==> src/rtl/target_placement_ctrl.sv <==
// Snake-game target placement sequencer: samples RNG addresses, queries the snake-body store, commits a free cell.
// Optional macro TARGET_FOLD_EN folds out-of-range candidates back into the field instead of rejecting them.
module target_placement_ctrl #(
  parameter int          X_MAX         = 160,
  parameter int          Y_MAX         = 120,
  parameter int          MAX_TRIES     = 16,
  parameter logic [14:0] FALLBACK_ADDR = {8'd80, 7'd60},
  parameter int          CNT_W         = 8
) (
  input  logic             CLK,
  input  logic             RESETN,
  input  logic [1:0]       MSM_State,
  input  logic             REACHED_TARGET,
  input  logic [14:0]      RAND_ADDR,
  output logic             CHK_REQ,
  output logic [14:0]      CHK_ADDR,
  input  logic             CHK_ACK,
  input  logic             CHK_HIT,
  output logic [14:0]      TARGET_ADDR,
  output logic             TARGET_VALID,
  output logic             NEW_TARGET,
  output logic [CNT_W-1:0] TARGET_COUNT,
  output logic             PLACE_ERR
);

  typedef enum logic [2:0] {
    ST_IDLE,
    ST_SAMPLE,
    ST_CHECK,
    ST_COMMIT,
    ST_HOLD
  } state_t;

  localparam logic [7:0] X_LIM     = X_MAX[7:0];
  localparam logic [6:0] Y_LIM     = Y_MAX[6:0];
  localparam logic [7:0] TRIES_LIM = MAX_TRIES[7:0];
  localparam logic [CNT_W-1:0] CNT_ONE = {{(CNT_W-1){1'b0}}, 1'b1};

  state_t           state_q, state_d;
  logic [14:0]      cand_q, cand_d;
  logic [7:0]       try_cnt_q, try_cnt_d;
  logic             abort_q, abort_d;
  logic             chk_req_q, chk_req_d;
  logic [14:0]      chk_addr_q, chk_addr_d;
  logic [14:0]      target_addr_q, target_addr_d;
  logic             target_valid_q, target_valid_d;
  logic             new_target_q, new_target_d;
  logic [CNT_W-1:0] target_count_q, target_count_d;
  logic             place_err_q, place_err_d;

  logic [7:0]  rand_x;
  logic [6:0]  rand_y;
  logic [14:0] samp_addr;
  logic        samp_ok;
  logic [7:0]  try_next;
  logic        msm_idle;
  logic        msm_play;

  assign rand_x   = RAND_ADDR[14:7];
  assign rand_y   = RAND_ADDR[6:0];
  assign try_next = try_cnt_q + 8'd1;
  assign msm_idle = (MSM_State == 2'b00);
  assign msm_play = (MSM_State == 2'b01);

`ifdef TARGET_FOLD_EN
  // A single subtraction suffices: the largest raw coordinate minus the limit is always back in range.
  logic [7:0] fold_x;
  logic [6:0] fold_y;
  always_comb begin
    fold_x    = (rand_x >= X_LIM) ? (rand_x - X_LIM) : rand_x;
    fold_y    = (rand_y >= Y_LIM) ? (rand_y - Y_LIM) : rand_y;
    samp_addr = {fold_x, fold_y};
    samp_ok   = 1'b1;
  end
`else
  always_comb begin
    samp_addr = RAND_ADDR;
    samp_ok   = (rand_x < X_LIM) && (rand_y < Y_LIM);
  end
`endif

  always_comb begin
    state_d        = state_q;
    cand_d         = cand_q;
    try_cnt_d      = try_cnt_q;
    abort_d        = abort_q;
    chk_req_d      = chk_req_q;
    chk_addr_d     = chk_addr_q;
    target_addr_d  = target_addr_q;
    target_valid_d = target_valid_q;
    new_target_d   = 1'b0;
    target_count_d = target_count_q;
    place_err_d    = place_err_q;

    case (state_q)
      ST_IDLE: begin
        target_valid_d = 1'b0;
        target_count_d = '0;
        place_err_d    = 1'b0;
        try_cnt_d      = 8'd0;
        chk_req_d      = 1'b0;
        abort_d        = 1'b0;
        if (msm_play) state_d = ST_SAMPLE;
      end

      ST_SAMPLE: begin
        if (msm_idle) begin
          state_d = ST_IDLE;
        end else begin
          cand_d    = samp_addr;
          try_cnt_d = try_next;
          if (samp_ok) begin
            state_d    = ST_CHECK;
            chk_req_d  = 1'b1;
            chk_addr_d = samp_addr;
          end else if (try_next >= TRIES_LIM) begin
            cand_d      = FALLBACK_ADDR;
            place_err_d = 1'b1;
            state_d     = ST_COMMIT;
          end
        end
      end

      // An abort seen mid-handshake is remembered so the query still completes cleanly.
      ST_CHECK: begin
        if (msm_idle) abort_d = 1'b1;
        if (CHK_ACK) begin
          chk_req_d = 1'b0;
          abort_d   = 1'b0;
          if (abort_q || msm_idle) begin
            state_d = ST_IDLE;
          end else if (!CHK_HIT) begin
            state_d = ST_COMMIT;
          end else if (try_cnt_q >= TRIES_LIM) begin
            cand_d      = FALLBACK_ADDR;
            place_err_d = 1'b1;
            state_d     = ST_COMMIT;
          end else begin
            state_d = ST_SAMPLE;
          end
        end
      end

      ST_COMMIT: begin
        if (msm_idle) begin
          state_d = ST_IDLE;
        end else begin
          target_addr_d  = cand_q;
          target_valid_d = 1'b1;
          new_target_d   = 1'b1;
          if (target_count_q != {CNT_W{1'b1}}) target_count_d = target_count_q + CNT_ONE;
          try_cnt_d      = 8'd0;
          state_d        = ST_HOLD;
        end
      end

      ST_HOLD: begin
        if (msm_idle) begin
          state_d = ST_IDLE;
        end else if (msm_play && REACHED_TARGET) begin
          target_valid_d = 1'b0;
          state_d        = ST_SAMPLE;
        end
      end

      default: state_d = ST_IDLE;
    endcase
  end

  always_ff @(posedge CLK or negedge RESETN) begin
    if (!RESETN) begin
      state_q        <= ST_IDLE;
      cand_q         <= '0;
      try_cnt_q      <= '0;
      abort_q        <= 1'b0;
      chk_req_q      <= 1'b0;
      chk_addr_q     <= '0;
      target_addr_q  <= '0;
      target_valid_q <= 1'b0;
      new_target_q   <= 1'b0;
      target_count_q <= '0;
      place_err_q    <= 1'b0;
    end else begin
      state_q        <= state_d;
      cand_q         <= cand_d;
      try_cnt_q      <= try_cnt_d;
      abort_q        <= abort_d;
      chk_req_q      <= chk_req_d;
      chk_addr_q     <= chk_addr_d;
      target_addr_q  <= target_addr_d;
      target_valid_q <= target_valid_d;
      new_target_q   <= new_target_d;
      target_count_q <= target_count_d;
      place_err_q    <= place_err_d;
    end
  end

  assign CHK_REQ      = chk_req_q;
  assign CHK_ADDR     = chk_addr_q;
  assign TARGET_ADDR  = target_addr_q;
  assign TARGET_VALID = target_valid_q;
  assign NEW_TARGET   = new_target_q;
  assign TARGET_COUNT = target_count_q;
  assign PLACE_ERR    = place_err_q;

endmodule

==> config.mk <==
export PLATFORM = sky130hd
export DESIGN_NAME = target_placement_ctrl
export DESIGN_NICKNAME = d
export VERILOG_FILES = /design/src/rtl/target_placement_ctrl.sv
export SDC_FILE = /design/constraint.sdc
export NUM_CORES = 1
export LEC_CHECK = 0
export ABC_AREA = 1
export CAP_MARGIN = 20
export CORE_MARGIN = 2
export CORE_UTILIZATION = 30
export CTS_BUF_LIST = sky130_fd_sc_hd__clkbuf_8
export DETAILED_ROUTE_END_ITERATION = 10
export PLACE_DENSITY_LB_ADDON = 0.12
export SLEW_MARGIN = 20
export SYNTH_ARGS = -nofsm -noshare
export SYNTH_HDL_FRONTEND = slang
export SYNTH_SLANG_ARGS = --single-unit
==> constraint.sdc <==
create_clock -name CLK -period 1.45 [get_ports CLK]
set_input_delay 0.29 -clock CLK [delete_from_list [all_inputs] [get_ports CLK]]
set_output_delay 0.29 -clock CLK [all_outputs]
set_load 0.03 [all_outputs]
==> metrics.txt <==
Post-layout nets=approximately 570; Initial Util=0.309; largest family of logic cells by synthesized area=simple AND/OR/NAND/NOR gates; WHS=0.268 ns; Area Growth Syn to Fin=58.2%; commonest non-fill, non-tap cell in the layout=nand2_1; failing checks=setup timing; post-synthesis compound-gate area fraction=0.0914; Post-Syn Instances=about 390; critical path peak fanout=7; distinct cell type count after synthesis=35; Worst Skew=approximately 0.014 ns; EDFF count, synth=0; RSZ-0062 raised after global routing=true; FF+latch area=1730 um2; Int Power=5980 uW; vias in the first global route=2898; CTS tree=done; Post-Synth Adder-Cell Area=0.0111; Num CTS Buffers=9; CTS max path bufs=2; vias per cell=4.46; first-pass GRT wire length=14000 um; WL/cell=13.1 um; clk sinks=69; xor and xnor area share after synthesis=0.0156; Clk pwr share=0.151; mux contribution to synthesized area=0.0279; overall routed net length=9020 um; syn_nets=419; Comb pwr share=0.538; share of layout cells above drive strength 1=0.374; Antenna diodes=0; GR Util met3=0.0350; Die H=110 um; slew at the pin closest to its max-slew limit=0.404 ns; Async SR Flop Fraction=1.00; Die ar.=roughly 12000 um2; crit end category=flop; Fillers=between 1000 and 1500; area occupied by multi-input gates=1720 um2; simple-gate share of the synthesized area=0.271; starting DRC count in detailed routing=116; ys flop type=dfrtp_1; grt ovf=0; synth warn=0; #FFs+latches synth=69; Die X=about 110 um; num rows=38; setup ws final=-0.0653 ns; HPWL after DPL=6170 um; P_sw=4450 uW; pin count of the biggest net entering global routing=70; Tmin final=1.52 ns; GRT Max-Usage Layer=met2; htree depth=3; Worst Setup Start Kind=flop; clock slew at the register clock pins of the worst setup and hold paths=0.08 ns; status=finished, violations left; total vias in the final route=3067; GR Util met1=0.209; root buffer cell=clkbuf_8; max frequency=about 660 MHz; most frequent cells in the layout=nand2_1 (101), buf_4 (68), dfrtp_1 (63), inv_1 (37), nor2_1 (19); Worst Path Arrival=1.81 ns; Global Route met2 Usage=0.226; Slew headroom=0.731; core area=10900 um2; Setup TNS=-1.22 ns; Total Routing Usage GR=0.151; Syn Area/Cell=8.55 um2; initial antenna violation count=0; DRC=0; post-route clock period utilization=1.05; Setup violations, final=31; Max Slew Vio Count=0; Final ANT Viol Nets=0; worst endpoint required time=1.74 ns; LEAKAGE=0.00272 uW; Fin. Hold Viols=0; share of the yosys chip area belonging to registers=0.513; hold crit path type=primary input to flop; Ports=64; Power Density=1960 nW/um2; port bufs=63; Skew-Pair Late Insertion Delay=0.35 ns; worst ir drop on vdd=~0.92 mV; post-synthesis instance area=3370 um2; DR pass1 iterations=4; sequential share of power=0.311; net switching share of the total power=0.426; max cap viols=0; critical path type=flop to flop; global placement routability congestion=0.791
power by group through the flow:
| stage | clock, uW | combinational (uW) | sequential [uW] |
|---|---|---|---|
| floorplan | 0 | 2080 | 4030 |
| global placement | 0 | 5050 | 3190 |
| detailed placement | 0 | 5110 | 3180 |
| CTS | 1610 | 5020 | 3140 |
| global route | 1700 | 6150 | 3350 |
| finish | 1570 | 5610 | 3240 |
per-layer routing:
| metal | share of wire | vias up |
|---|---|---|
| li1 | - | 1555 |
| met1 | 0.48 | 1454 |
| met2 | 0.47 | 48 |
| met3 | 0.042 | 10 |
| met4 | 0.014 | 0 |
| met5 | 0 | - |
worst max-delay path, stage by stage (launching register included):
cell and delay, ns:
dfrtp_1 0.40, ha_2 0.23, nand3_4 0.09, o21ai_2 0.13, nand2_2 0.09, nor2_4 0.14, nand2_4 0.10, nand2_4 0.13
nand3b_1 0.09, nand2_1 0.07
cell type report:
class / count / share of cell area
clock inverter: 6 / 0.0103
timing repair buffer: 144 / 0.245
multi-input combinational: 270 / 0.324
sequential: 69 / 0.325
tap: 140 / 0.0329
clock buffer: 10 / 0.0258
inverter: 49 / 0.0373
timing repair:
action                                 in CTS  in global routing
endpoints found under the hold margin      69                  0
pin swaps                                   7                 17
gates cloned                                1                  5
gates resized for setup                    58                121
hold buffers                                1                  0
setup endpoints to repair                  96                 79
buffers inserted                            8                  7
per-stage QoR:
| stage | utilization | std cells | cell area, um2 | total power [uW] | worst slack [ns] |
|---|---|---|---|---|---|
| CTS | 0.452 | 677 | 4920 | 9770 | -0.0862 |
| global route | 0.489 | 688 | 5330 | 11200 | -0.223 |
| floorplan | - | 394 | 3420 | 6110 | -0.0942 |
| detailed placement | 0.427 | 651 | 4650 | 8290 | -0.403 |
| finish | 0.489 | 688 | 5330 | 10400 | -0.0653 |
| global placement | 0.427 | 651 | 4650 | 8240 | -0.369 |
registers in the layout (all words and copies together) (netlist names):
register and flops:
CHK_REQ 1, try_cnt_q 8, state_q 3, TARGET_ADDR 15, NEW_TARGET 1, PLACE_ERR 1
TARGET_VALID 1, CHK_ADDR 15, TARGET_COUNT 8, cand_q 15, abort_q 1
path summary, 6_finish.rpt:
path	startpoint	end	slack [ns]	depth (start not counted)
max	try_cnt_q[0]	cand_q[6]	-0.07	9
max reg2reg	try_cnt_q[0]	cand_q[6]	-0.07	9
min	RAND_ADDR[14]	CHK_ADDR[14]	0.27	3
min reg2reg	TARGET_ADDR[12]	TARGET_ADDR[12]	0.48	2
min in group asynchronous	RESETN	try_cnt_q[1]	0.48	3
max in group asynchronous	RESETN	try_cnt_q[6]	0.63	3
synth_stat cells, drive strengths merged, types with 5 or more instances:
master,n,area [um2]
a21boi,6,48.8
a21oi,9,45.0
buf,6,45.0
dfrtp,69,1730
inv,49,184
mux2,7,93.8
nand2,131,499
nand3,17,110
nand3b,10,75.1
nand4,8,50.1
nor2,31,146
o21ai,31,170
xor2,5,43.8
logic make-up (layout without fill, tap and decap cells):
group | after synthesis | in the layout
DFF | 69 | 69
buffers and inverters | 57 | 209
and+or+nand+nor | 201 | 203
AOI/OAI and AO/OA | 51 | 51
adders and majority gates | 3 | 3
muxes | 7 | 7
xor gates and xnor gates | 6 | 6
(Power assumes the default switching activity.)
